`src/rtl/user_request_queue.sv`:
```
// Three-user request queue feeding a downstream round-robin arbiter.
// Each user owns a DEPTH-entry FIFO; a one-hot grant pops that user's head into
// a registered issue stage one cycle later.
// Optional feature: define USER_QUEUE_ERR_EN to add sticky error_flags_o
// (bit0 dropped push, bit1 grant to empty queue, bit2 multi-hot grant).
module user_request_queue #(
    parameter int unsigned DATA_W = 8,
    parameter int unsigned DEPTH  = 4
) (
    input  logic              clk_i,
    input  logic              rst_i,
    input  logic              push_valid_i,
    input  logic [1:0]        push_user_i,
    input  logic [DATA_W-1:0] push_data_i,
    input  logic [2:0]        granted_i,
    output logic [2:0]        user_requests_o,
    output logic [2:0]        full_o,
`ifdef USER_QUEUE_ERR_EN
    output logic [2:0]        error_flags_o,
`endif
    output logic              issue_valid_o,
    output logic [1:0]        issue_user_o,
    output logic [DATA_W-1:0] issue_data_o
);

    localparam int unsigned PtrW = $clog2(DEPTH);
    localparam int unsigned CntW = PtrW + 1;
    localparam logic [CntW-1:0] CntFull = CntW'(DEPTH);

    logic [DATA_W-1:0] mem_q    [3][DEPTH];
    logic [PtrW-1:0]   rd_ptr_q [3];
    logic [PtrW-1:0]   rd_ptr_d [3];
    logic [PtrW-1:0]   wr_ptr_q [3];
    logic [PtrW-1:0]   wr_ptr_d [3];
    logic [CntW-1:0]   count_q  [3];
    logic [CntW-1:0]   count_d  [3];

    logic              issue_valid_q, issue_valid_d;
    logic [1:0]        issue_user_q, issue_user_d;
    logic [DATA_W-1:0] issue_data_q, issue_data_d;

    logic              grant_onehot;
    logic [1:0]        gnt_idx;
    logic [2:0]        pop;
    logic              pop_any;
    logic [3:0]        full_pad;
    logic [3:0]        pop_pad;
    logic              push_ok;
    logic [2:0]        push;

    // Status decoded purely from registered counts (no push->request path).
    always_comb begin
        for (int i = 0; i < 3; i++) begin
            user_requests_o[i] = (count_q[i] != '0);
            full_o[i]          = (count_q[i] == CntFull);
        end
    end

    // Grant decode, push acceptance and per-queue pointer/count next state.
    always_comb begin
        grant_onehot = (granted_i != 3'b000) && ((granted_i & (granted_i - 3'd1)) == 3'b000);
        if (granted_i[1]) begin
            gnt_idx = 2'd1;
        end else if (granted_i[2]) begin
            gnt_idx = 2'd2;
        end else begin
            gnt_idx = 2'd0;
        end
        for (int i = 0; i < 3; i++) begin
            pop[i] = grant_onehot && granted_i[i] && (count_q[i] != '0);
        end
        pop_any = |pop;
        // Padded so that the illegal user 3 indexes a safe "full, no pop" slot.
        full_pad = {1'b1, full_o};
        pop_pad  = {1'b0, pop};
        push_ok  = push_valid_i && (push_user_i != 2'd3) &&
                   (!full_pad[push_user_i] || pop_pad[push_user_i]);
        for (int i = 0; i < 3; i++) begin
            push[i]     = push_ok && (push_user_i == 2'(i));
            wr_ptr_d[i] = push[i] ? wr_ptr_q[i] + PtrW'(1) : wr_ptr_q[i];
            rd_ptr_d[i] = pop[i] ? rd_ptr_q[i] + PtrW'(1) : rd_ptr_q[i];
            count_d[i]  = count_q[i];
            if (push[i] && !pop[i]) begin
                count_d[i] = count_q[i] + CntW'(1);
            end else if (!push[i] && pop[i]) begin
                count_d[i] = count_q[i] - CntW'(1);
            end
        end
        issue_valid_d = pop_any;
        issue_user_d  = pop_any ? gnt_idx : issue_user_q;
        issue_data_d  = pop_any ? mem_q[gnt_idx][rd_ptr_q[gnt_idx]] : issue_data_q;
    end

    // Pointer, count and issue-stage registers with synchronous reset.
    always_ff @(posedge clk_i) begin
        if (rst_i) begin
            for (int i = 0; i < 3; i++) begin
                rd_ptr_q[i] <= '0;
                wr_ptr_q[i] <= '0;
                count_q[i]  <= '0;
            end
            issue_valid_q <= 1'b0;
            issue_user_q  <= 2'd0;
            issue_data_q  <= '0;
        end else begin
            for (int i = 0; i < 3; i++) begin
                rd_ptr_q[i] <= rd_ptr_d[i];
                wr_ptr_q[i] <= wr_ptr_d[i];
                count_q[i]  <= count_d[i];
            end
            issue_valid_q <= issue_valid_d;
            issue_user_q  <= issue_user_d;
            issue_data_q  <= issue_data_d;
        end
    end

    // Queue storage; never reset, only visible through a non-empty queue.
    always_ff @(posedge clk_i) begin
        if (push_ok && !rst_i) begin
            mem_q[push_user_i][wr_ptr_q[push_user_i]] <= push_data_i;
        end
    end

    assign issue_valid_o = issue_valid_q;
    assign issue_user_o  = issue_user_q;
    assign issue_data_o  = issue_data_q;

`ifdef USER_QUEUE_ERR_EN
    logic [2:0] err_q, err_d;
    logic       grant_multi;

    // Sticky error flags, cleared only by reset.
    always_comb begin
        grant_multi = (granted_i & (granted_i - 3'd1)) != 3'b000;
        err_d       = err_q | {grant_multi, grant_onehot && !pop_any, push_valid_i && !push_ok};
    end

    // Error flag register.
    always_ff @(posedge clk_i) begin
        if (rst_i) begin
            err_q <= 3'b000;
        end else begin
            err_q <= err_d;
        end
    end

    assign error_flags_o = err_q;
`endif

endmodule

```
`config.mk`:
```
export PLATFORM = sky130hd
export DESIGN_NAME = user_request_queue
export DESIGN_NICKNAME = d
export VERILOG_FILES = /design/src/rtl/user_request_queue.sv
export SDC_FILE = /design/constraint.sdc
export NUM_CORES = 1
export LEC_CHECK = 0
export ABC_AREA = 1
export CAP_MARGIN = 25
export CORE_MARGIN = 2
export CORE_UTILIZATION = 60
export DETAILED_ROUTE_END_ITERATION = 10
export PLACE_DENSITY = 0.78
export SLEW_MARGIN = 20
export SYNTH_ARGS = -nofsm -noshare
export SYNTH_HDL_FRONTEND = slang
export SYNTH_SLANG_ARGS = --single-unit
```
`constraint.sdc`:
```
create_clock -name clk_i -period 7.4 [get_ports clk_i]
set_input_delay 1.11 -clock clk_i [delete_from_list [all_inputs] [get_ports clk_i]]
set_output_delay 1.11 -clock clk_i [all_outputs]
set_load 0.02 [all_outputs]
```
* Yosys cells after proc, flatten, opt, wreduce, memory -nomap -nowiden *
Memory sizes are Yosys's and may differ from the RTL's.
Index checks and enable logic that the tools add are counted.

storage, ports and cells
  flip-flop bits (word level) = 11
  latch bits = 0
  memory bits (writable) = 117
  memory bits (read-only) = 0
  input bits = 16
  output and inout bits = 17
  memories kept = 4

cells by class
  add/sub/neg operators = 13
  $mul = 0
  divide/modulo/power cells = 0
  magnitude comparators = 4
  equality and inequality tests = 6
  shifts and indexed selects = 0
  multiplexer cells = 37
  bitwise logic cells = 12
  reduce and logical (&&, ||, !) cells = 36

memory list
  memory    words  width  rd ports  clocked after memory_dff  write ports  line  RTL
  mem_q     3      32     1         0                         1            30    logic [DATA_W-1:0] mem_q [3][DEPTH];
  count_q   3      3      3         0                         3            35    logic [CntW-1:0] count_q [3];
  rd_ptr_q  3      2      4         0                         3            31    logic [PtrW-1:0] rd_ptr_q [3];
  wr_ptr_q  3      2      4         0                         3            33    logic [PtrW-1:0] wr_ptr_q [3];

operators by type and width
  kind                   number
  $mux W32               1
  $mux W2                14
  $mux W3                9
  $mux W8                3
  $logic_and A1 B1 Y1    20
  $bmux W8 S2            1
  $demux W8 S2           1
  $add A2 B1 Y2 const B  6
  $reduce_bool A3 Y1     4
  $sub A3 B1 Y3 const B  4
  $add A3 B1 Y3 const B  3
  $eq A3 B3 Y1 const B   3
  $or A1 B1 Y1           9
  $logic_not A1 Y1       8
  $ge A3 B3 Y1 const B   2
  $mux W1                6
  $not A2 Y3             2
  $bmux W1 S2            2
  $and A3 B3 Y3          1
  $logic_not A3 Y1       1
  $lt A2 B3 Y1 const B   1
  $lt A3 B1 Y1 const B   1
  $reduce_or A3 Y1       1
  $eq A2 B1 Y1 const B   1
  4 further kinds        4

* Logic depth before layout (Yosys ltp) *
  depth in word-level cells = 16
  depth in mapped cells = 18
  mapped depth without buffers = 16

* Worst setup path after synthesis *
OpenSTA, ideal clock, no wires.

  kind = input-to-reg
  start = in granted_i[1]
  end = mem count_q[0][5] (netlist bit)
  arrival time = 3.061 ns
  slack = 4.217 ns
  stages = 18
  cells stage by stage = buf_6 > inv_4 > nand2_2 > buf_6 > nor2_4 > nand2_4 > nor2_2 > nor2_2 > nand2_4 > nand3_1 > inv_1 > ha_1 > inv_1 > fa_1 > a21oi_1 > o21ai_0 > o21ai_0 > a21oi_1

RTL lines
  element             line  RTL
  start: declaration  15    input logic [2:0] granted_i,
  end: declaration    35

==> impl_metrics.tcl <==
set metrics [dict create \
    power_w 0.00171 \
    p_leak_nw 2.43 \
    grt_pass1_wl_microns 18300 \
    grt_start_max_net_pins 37 \
    hold_buffers 0 \
    drc 0 \
    numCtsBuffers 17 \
    startpoint_type "input port" \
    wl_per_cell_microns 17.0 \
    antenna_found_initial 0 \
    cp_num_buf_inv 5 \
    grt_pass1_vias 3616 \
    dr.pass1.iters 5 \
    syn_nets 548 \
    place.gp.congestion 0.848 \
    ys_types 34 \
    post-route-period-util_pct 47.9 \
    synthFlopType "edfxtp_1" \
    cpPeakStageDelay_ns 0.41 \
    timing.final.max_slew_violations 0 \
    die_w_microns 99.3 \
    status "finished, final reports clean" \
    grt_usage_pct 24.6 \
    synth-seq-cells 128 \
    skew_ns 0.00821 \
    antenna_cells 0 \
    clk_latency_ns 0.52 \
    max_freq_mhz 282 \
    post_drt_via_cell_ratio 5.65 \
    final_layout_size_suffix_gt1_share_pct 8.90 \
    maxSlewHeadroom_pct 36.5 \
    avgSynthCellArea_sq_um 10.4 \
    tightestPinTransition_ns 0.953 \
    slowest_stage "clkdlybuf4s50_1" \
    hold_class "reg -> reg" \
    worstPathRequired_ns 7.80 \
    crit_arrival_ns 3.94 \
    vias 3848 \
    end_kind "flip-flop" \
    cts_tree "done" \
    port_buffers 32 \
    yosys_warnings 0 \
    setup_tns_ns 0 \
    critPathTopFamily "buffers and inverters" \
    core-area_sq_mm 0.00876 \
    critical_path.cell_chain "clkdlybuf4s50_1 > buf_4 > inv_4 > nand2_2 > nor2_4 > nand2_4 > nor2_2 > nor2_2 > nand2_4 > nand3_1 > inv_1 > ha_1 > inv_1 > fa_1 > a21oi_1 > o21ai_0 > o21ai_0 > a21oi_1" \
    synthCells 526 \
    holdWs_ns 0.469 \
    synth_edf_count 96 \
    critPathMaxFanout 36 \
    start_util_pct 62.2 \
    hpwl_microns 7370 \
    num-nets-final 582 \
    rsz0062_at_grt "no" \
    postSynth.asyncResetShare_pct 0 \
    min_period_ns 3.54 \
    max_cap_violations 0 \
    synth_area_sq_mm 0.00545 \
    die_y_microns 99.3 \
    ys_seq_area_share_pct 64.7 \
    peakVddDrop_uv 147 \
    clk_pin_slew_ns 0.06 \
    fp-row-count 34 \
    postCtsSetupBuffers 0 \
    htreeDepth 4 \
    die_area_sq_mm 0.00986 \
    finalWirelength_microns 11500 \
    utilization_pct 72.5 \
    cts.sinks 128 \
    area_growth_pct 16.7 \
    boundaryPins 33 \
    ant_nets 0 \
    setup_viol 0 \
    finalHoldViolCount 0 \
    cts_root_buffer "clkbuf_8" \
    crit_type "in -> reg" \
    n_fill_cell 611 \
    cellPowerDensity_mw_per_mm2 269 \
    drt_iter0_drc 415 \
    overflow 0 \
    ctsResizeCount 0 \
    cts_buffer_depth 2 \
]
-- power breakdown --
| part | internal (W) | switching [W] | total [W] |
|---|---|---|---|
| Combinational | 0.0000554 | 0.000101 | 0.000156 |
| Sequential | 0.000786 | 0.00000767 | 0.000794 |
| Clock | 0.000448 | 0.000312 | 0.000760 |
-- registers in the layout, indices dropped and copies added (netlist names) --
name / count
mem_q: 96
count_q: 9
issue_data_o: 8
rd_ptr_q: 6
wr_ptr_q: 6
issue_user_o: 2
issue_valid_o: 1
-- layout make-up --
type	count	area [sq um]	area share, %
flip-flops and latches	128	3520	55.4
clock inverters	15	133	2.09
clock buffers	17	414	6.52
multi-input cells	323	1600	25.2
inverters	56	213	3.35
well taps	108	135	2.13
repair buffers	34	335	5.28
-- per-layer routing --
layer / global-route usage (%) / part of all wire (%)
met1: 34.6 / 41
met2: 37.8 / 48
met3: 5.83 / 9.6
met4: 9.38 / 1.8
met5: 0 / 0
-- cell usage after synthesis, types with 2 or more instances --
cell | instances | share of area, %
nor3_1 | 4 | 0.37
nand3_1 | 48 | 4.4
xor2_1 | 4 | 0.64
a22oi_1 | 8 | 1.1
inv_2 | 3 | 0.21
nor2_1 | 56 | 3.9
o211ai_1 | 3 | 0.41
nand2_2 | 5 | 0.57
inv_1 | 52 | 3.6
clkbuf_1 | 7 | 0.48
o21ai_0 | 25 | 2.3
dfxtp_1 | 32 | 12
nand2_4 | 3 | 0.62
buf_6 | 3 | 0.62
nand4_1 | 9 | 1.0
edfxtp_1 | 96 | 53
buf_4 | 2 | 0.28
or2_1 | 3 | 0.34
nand2_1 | 110 | 7.6
buf_2 | 7 | 0.64
fa_1 | 3 | 1.1
nor2_2 | 2 | 0.23
a21oi_1 | 27 | 2.5
or2_2 | 2 | 0.23
ha_1 | 3 | 0.69
-- worst paths after layout --
check / startpoint / cells after the start / slack [ns] / end
setup / recovery: granted_i[1] / 18 / 3.86 / count_q[0][8]$_SDFFE_PP0P_
hold / removal: wr_ptr_q[0][0]$_SDFFE_PP0P_ / 2 / 0.47 / wr_ptr_q[0][0]$_SDFFE_PP0P_
setup reg to reg: count_q[0][6]$_SDFFE_PP0P_ / 15 / 4.96 / count_q[0][8]$_SDFFE_PP0P_
hold reg to reg: wr_ptr_q[0][0]$_SDFFE_PP0P_ / 2 / 0.47 / wr_ptr_q[0][0]$_SDFFE_PP0P_
-- placed cells by master (no fill, tap or decap), drive strengths merged, types with 4 or more instances in the layout --
master | Yosys | layout
inv | 56 | 62
clkbuf | 7 | 17
nand3 | 48 | 48
xor2 | 4 | 4
nand2 | 118 | 118
o21ai | 27 | 27
nor3 | 5 | 5
clkdlybuf4s50 | 0 | 32
nor2 | 60 | 60
edfxtp | 96 | 96
nand4 | 9 | 9
clkinv | 0 | 7
or2 | 5 | 5
dfxtp | 32 | 32
a21oi | 27 | 27
a22oi | 8 | 8
-- worst min-delay path: stages, from the launching register on --
cell	delay [ns]
dfxtp_1	0.30
inv_1	0.06
a21oi_1	0.06
-- cells by family after synthesis --
kind of cell	Yosys count	share of synthesized area, %
AND/OR/NAND/NOR	246	20.1
flip-flops	128	64.7
buffers and inverters	75	5.93
AO/OA/AOI/OAI	67	6.82
adder cells (fa/ha/maj)	6	1.79
XOR/XNOR	4	0.643
-- stage by stage --
| stage | instance area [sq um] | worst slack (ns) | std cells |
|---|---|---|---|
| 6_report | 6350 | 3.86 | 681 |
| 2_1_floorplan | 5450 | 4.22 | 526 |
| 3_5_place_dp | 5810 | 3.34 | 649 |
| 5_1_grt | 6350 | 3.59 | 681 |
| 3_3_place_gp | 5810 | 3.49 | 649 |
| 4_1_cts | 6350 | 3.88 | 681 |
No activity file was read; power rests on OpenSTA's default activity.
